File: config.mk
export PLATFORM = sky130hd
export DESIGN_NAME = uart_receiver
export DESIGN_NICKNAME = d
export VERILOG_FILES = /design/src/rtl/uart_receiver.sv
export SDC_FILE = /design/constraint.sdc
export NUM_CORES = 1
export LEC_CHECK = 0
export BUFFER_PORTS_ARGS = -buffer_cell sky130_fd_sc_hd__buf_2
export CAP_MARGIN = 30
export CORE_ASPECT_RATIO = 1.25
export CORE_MARGIN = 1.5
export CORE_UTILIZATION = 25
export CTS_CLUSTER_SIZE = 28
export DETAILED_ROUTE_END_ITERATION = 10
export SETUP_SLACK_MARGIN = 0.5
export SYNTH_ARGS = -nofsm -noshare
export SYNTH_HDL_FRONTEND = slang
export SYNTH_SLANG_ARGS = --single-unit
File: constraint.sdc
create_clock -name clk -period 1.55 [get_ports clk]
set_input_delay 0.0775 -clock clk [delete_from_list [all_inputs] [get_ports clk]]
set_output_delay 0.0775 -clock clk [all_outputs]
set_load 0.005 [all_outputs]
File: src/rtl/uart_receiver.sv
// uart_receiver: 16x-oversampling UART receive stage feeding the receive FIFO.
// Validates the start bit, frames one character (LSB first, optional parity,
// one stop bit), presents good characters on Rx_Data with a one-clock
// Data_Rdy strobe and reports per-frame parity/framing status.
//
// Ports:
//   clk        system clock (only clock in the block)
//   rst        synchronous, active-high reset
//   Rx_Serial  asynchronous serial line, idles high
//   Rx_Data    last good character received
//   Data_Rdy   one-clock pulse, one clock after Rx_Data updates
//   Parity_Err parity result of the last completed frame
//   Frame_Err  stop-bit result of the last completed frame
//   Rx_Busy    high whenever the receiver is not idle
module uart_receiver #(
    parameter int unsigned DATA_BITS  = 8,
    parameter int unsigned BAUD_DIV   = 27,
    parameter bit          PARITY_EN  = 1'b0,
    parameter bit          PARITY_ODD = 1'b0
) (
    input  logic                 clk,
    input  logic                 rst,
    input  logic                 Rx_Serial,
    output logic [DATA_BITS-1:0] Rx_Data,
    output logic                 Data_Rdy,
    output logic                 Parity_Err,
    output logic                 Frame_Err,
    output logic                 Rx_Busy
);

    localparam int unsigned DivW = (BAUD_DIV > 1) ? $clog2(BAUD_DIV) : 1;
    localparam int unsigned BitW = $clog2(DATA_BITS + 1);
    localparam logic [DivW-1:0] DivLast = DivW'(BAUD_DIV - 1);
    localparam logic [BitW-1:0] BitLast = BitW'(DATA_BITS - 1);

    typedef enum logic [2:0] {
        StIdle,
        StStart,
        StData,
        StParity,
        StStop,
        StDone,
        StWaitIdle
    } state_e;

    state_e               r_state;
    logic                 r_sync1;
    logic                 r_sync2;
    logic [DivW-1:0]      r_div;
    logic [3:0]           r_smp;
    logic [BitW-1:0]      r_bits;
    logic [DATA_BITS-1:0] r_shift;
    logic                 r_par_err;
    logic [DATA_BITS-1:0] r_data;
    logic                 r_rdy;
    logic                 r_perr;
    logic                 r_ferr;

    logic w_rx_s;
    logic w_tick;
    logic w_mid_start;
    logic w_mid_bit;
    logic w_par_err;

    assign w_rx_s      = r_sync2;
    assign w_tick      = (r_div == DivLast);
    // 8th tick after the falling edge lands mid start bit; every 16th after that is mid-bit
    assign w_mid_start = w_tick && (r_smp == 4'd7);
    assign w_mid_bit   = w_tick && (r_smp == 4'd15);
    assign w_par_err   = w_rx_s ^ (^r_shift) ^ PARITY_ODD;

    always_ff @(posedge clk) begin
        if (rst) begin
            r_state   <= StIdle;
            r_sync1   <= 1'b1;
            r_sync2   <= 1'b1;
            r_div     <= '0;
            r_smp     <= '0;
            r_bits    <= '0;
            r_shift   <= '0;
            r_par_err <= 1'b0;
            r_data    <= '0;
            r_rdy     <= 1'b0;
            r_perr    <= 1'b0;
            r_ferr    <= 1'b0;
        end else begin
            r_sync1 <= Rx_Serial;
            r_sync2 <= r_sync1;
            r_rdy   <= 1'b0;

            // Divider and sample counter run in every non-idle state
            if (r_state != StIdle) begin
                r_div <= w_tick ? '0 : r_div + 1'b1;
                if (w_tick) begin
                    r_smp <= r_smp + 4'd1;
                end
            end

            unique case (r_state)
                StIdle: begin
                    r_div <= '0;
                    r_smp <= '0;
                    if (!w_rx_s) begin
                        r_state <= StStart;
                    end
                end
                StStart: begin
                    if (w_mid_start) begin
                        if (w_rx_s) begin
                            r_state <= StIdle;  // glitch, not a start bit
                        end else begin
                            r_smp   <= '0;
                            r_bits  <= '0;
                            r_state <= StData;
                        end
                    end
                end
                StData: begin
                    if (w_mid_bit) begin
                        r_shift <= {w_rx_s, r_shift[DATA_BITS-1:1]};
                        r_bits  <= r_bits + 1'b1;
                        if (r_bits == BitLast) begin
                            r_state <= PARITY_EN ? StParity : StStop;
                        end
                    end
                end
                StParity: begin
                    if (w_mid_bit) begin
                        r_par_err <= w_par_err;
                        r_state   <= StStop;
                    end
                end
                StStop: begin
                    if (w_mid_bit) begin
                        if (w_rx_s) begin
                            r_data  <= r_shift;
                            r_perr  <= PARITY_EN ? r_par_err : 1'b0;
                            r_ferr  <= 1'b0;
                            r_state <= StDone;
                        end else begin
                            // Data and strobe untouched on a bad stop bit
                            r_ferr  <= 1'b1;
                            r_perr  <= 1'b0;
                            r_state <= StWaitIdle;
                        end
                    end
                end
                StDone: begin
                    r_rdy   <= 1'b1;
                    r_state <= StIdle;
                end
                StWaitIdle: begin
                    // A held-low line (break) yields only one framing error
                    if (w_rx_s) begin
                        r_state <= StIdle;
                    end
                end
                default: r_state <= StIdle;
            endcase
        end
    end

    assign Rx_Data    = r_data;
    assign Data_Rdy   = r_rdy;
    assign Parity_Err = r_perr;
    assign Frame_Err  = r_ferr;
    assign Rx_Busy    = (r_state != StIdle);

endmodule
==> metrics <==
outcome complete, no violations; met1 Use GR 0.128; P per Cell Area 785 mW/mm²; layout cells sized above 1 0.398; Pins Over Slew Limit 0; leakage power 0.000889 µW; DRC Markers 0; clk slew on worst S/H paths 80 ps; post-synthesis async set-or-reset flop share 0; Top FF cell, synth dfxtp_1; P_int 1410 µW; drt via density 4.54; synthesized flop and latch total 36; vias in the first global route 1,379; crit-path cells or2_1 -> nor4_4 -> buf_6 -> mux2i_1 -> nor2_1; R2R cell count 5; Layout Skew 7.85 ps; TritonCTS clock tree done; hpwl dp 2.61 mm; Initial Utilization 0.258; GRT overflow 0; CTS Sinks 36; cells after synthesis 181; initial antenna violation count 0; Mean Syn Cell Area 9.31 µm²; GRT Total Usage 0.112; via count 1,398; Routability Congestion 0.849; Hold Crit Class primary input to flip-flop; Synth warnings 0; placed cells 291; RSZ-0062 raised after global routing true; ranking of synthesized cells by area dfxtp_1 (43%), mux2i_1 (10%), nor2_1 (8.0%), ha_1 (3.0%), xor2_1 (2.6%); Area after DPL 0.00205 mm²; Switching Power 448 µW; die area 0.00725 mm²; number of diodes 0; fmax 0.654 GHz; EDFF count, synth 0; Iteration-0 DRC Markers 91; Site Rows 33; chip height 94.8 µm; Mapped Area 0.00169 mm²; synth-to-layout area growth 40.1%; met2 Use GR 0.192; Root Driver clkbuf_8; clock share of power 0.419; H-Tree Depth 2; critical path class flip-flop to flip-flop; crit path time final 1530 ps; synth cell count leaders dfxtp_1 (36), nor2_1 (36), mux2i_1 (17), nand2_1 (7); crit-path max FO 8; post-synth top area share 0.428; largest net degree at the start of global routing 21; slowest CP cell dfxtp_4; part of the power in registers 0.504; first-pass GRT wire length 6.40 mm; period utilisation layout 0.986; WP data required 1730 ps; number of port buffers 13; Worst EP arrival 1710 ps; fin nets 227; clk buf depth 2; cts bufs inserted 5; I/O pin count 15; Comb pwr share 0.078; gr busiest metal met2; final wirelength 3.79 mm; crit path launch type flip-flop; Synthesized Nets 188; non-filler instance count after layout 308; total chip power 1850 µW; final hold vios 0; Peak VDD IR 0.449 mV; Switching Share 0.242; Yosys top cell by area dfxtp_1; Max-Cap Viols 0; Sum Neg Setup Slack 0 ps; fin area 0.00236 mm²; routed length per instance 12.3 µm; Die Wd 76.4 µm; clk_lat worst skew 290 ps; Seq/Total Area, Yosys 0.428; Final ANT Viol Nets 0; Final setup viols 0; Critical Path Max Stage Delay 370 ps; Detailed Routing Iterations Pass 1 4; post-synthesis cell type count 47; core area 0.00652 mm²; met3 Use GR 0.0406; Worst Hold Depth 2; Setup crit end kind flip-flop
-- worst max-delay path, delay by kind of cell, from the launching register on --
family / cells / cell delay [ps]
AND/OR/NAND/NOR: 3 / 640
flip-flops: 1 / 370
buffers and inverters: 1 / 200
multiplexers: 1 / 200
-- final cells by class --
cell class              count  area, µm²
well taps                  87        109
fillers                   688       4160
repair buffers             44        358
flip-flops and latches     36        743
multi-input cells         130       1030
inverters                   3       11.3
clock inverters             2       12.5
clock buffers               6       93.8
-- timing repair --
item | 4_1_cts | 5_1_grt
endpoints found under the setup margin | 34 | 34
hold buffers | 1 | 0
hold endpoints to repair | 1 | 0
pin swaps | 4 | 11
buffers inserted | 7 | 1
resized for setup | 12 | 20
-- cells in the final DEF, fill, tap and decap left out, types with 3 or more instances in the layout --
cell type,Yosys,routed
buf_4,2,21
buf_6,1,8
a21oi_1,5,5
dfxtp_1,36,28
dfxtp_2,0,3
clkbuf_8,0,5
buf_2,3,12
nand4_1,3,3
nand2b_1,3,3
nand2_1,7,5
xor2_1,5,5
dfxtp_4,0,5
o21ai_0,3,3
nor3_1,5,4
nor2_4,0,3
nand3_1,4,3
mux2i_1,17,17
nor2_1,36,32
-- registers in the layout, indices dropped and copies added (netlist names), 3 cells and up --
signal	count
r_shift	8
r_state	3
Rx_Data	8
r_div	5
r_bits	4
r_smp	4
-- power by group through the flow --
stage	clock, µW	sequential, µW	combinational, µW
3_5_place_dp	0	960	103
2_1_floorplan	0	961	70.1
4_1_cts	803	937	122
3_3_place_gp	0	960	102
6_report	776	933	144
5_1_grt	842	934	157
-- worst paths after layout --
kind | slack (ps) | endpoint | startpoint
worst max-delay path | 20 | Rx_Data[3]$_SDFFE_PP0P_ | r_state[0]$_SDFFE_PP0P_
worst min-delay path | 130 | r_state[1]$_SDFFE_PP0P_ | rst
worst max register to register | 20 | Rx_Data[3]$_SDFFE_PP0P_ | r_state[0]$_SDFFE_PP0P_
worst min register to register | 410 | r_sync2$_SDFF_PP1_ | r_sync1$_SDFF_PP1_
-- per-stage QoR --
| stage | hold slack, ps | util | worst slack [ps] |
|---|---|---|---|
| 3_5_place_dp | 272 | 0.314 | -11.9 |
| 4_1_cts | 109 | 0.348 | -24.4 |
| 5_1_grt | 140 | 0.362 | -69.2 |
| 6_report | 126 | 0.362 | 21.9 |
| 3_3_place_gp | 270 | 0.314 | 15.9 |
| 2_1_floorplan | 181 | - | 102 |
-- per-layer routing --
layer  routed length [µm]  part of all wire
met1                 1700              0.45
met2                 1890              0.50
met3                  140             0.037
met4                   65             0.017
met5                    0                 0
-- cell families after synthesis --
| group | Yosys count | share of synthesized area |
|---|---|---|
| compound gates | 22 | 0.101 |
| simple gates | 79 | 0.255 |
| other cells | 1 | 0.00223 |
| buf+inv | 15 | 0.0475 |
| fa+ha+maj | 4 | 0.0297 |
| mux | 17 | 0.101 |
| flops | 36 | 0.428 |
| xor+xnor | 7 | 0.0364 |
(Power assumes the default switching activity.)
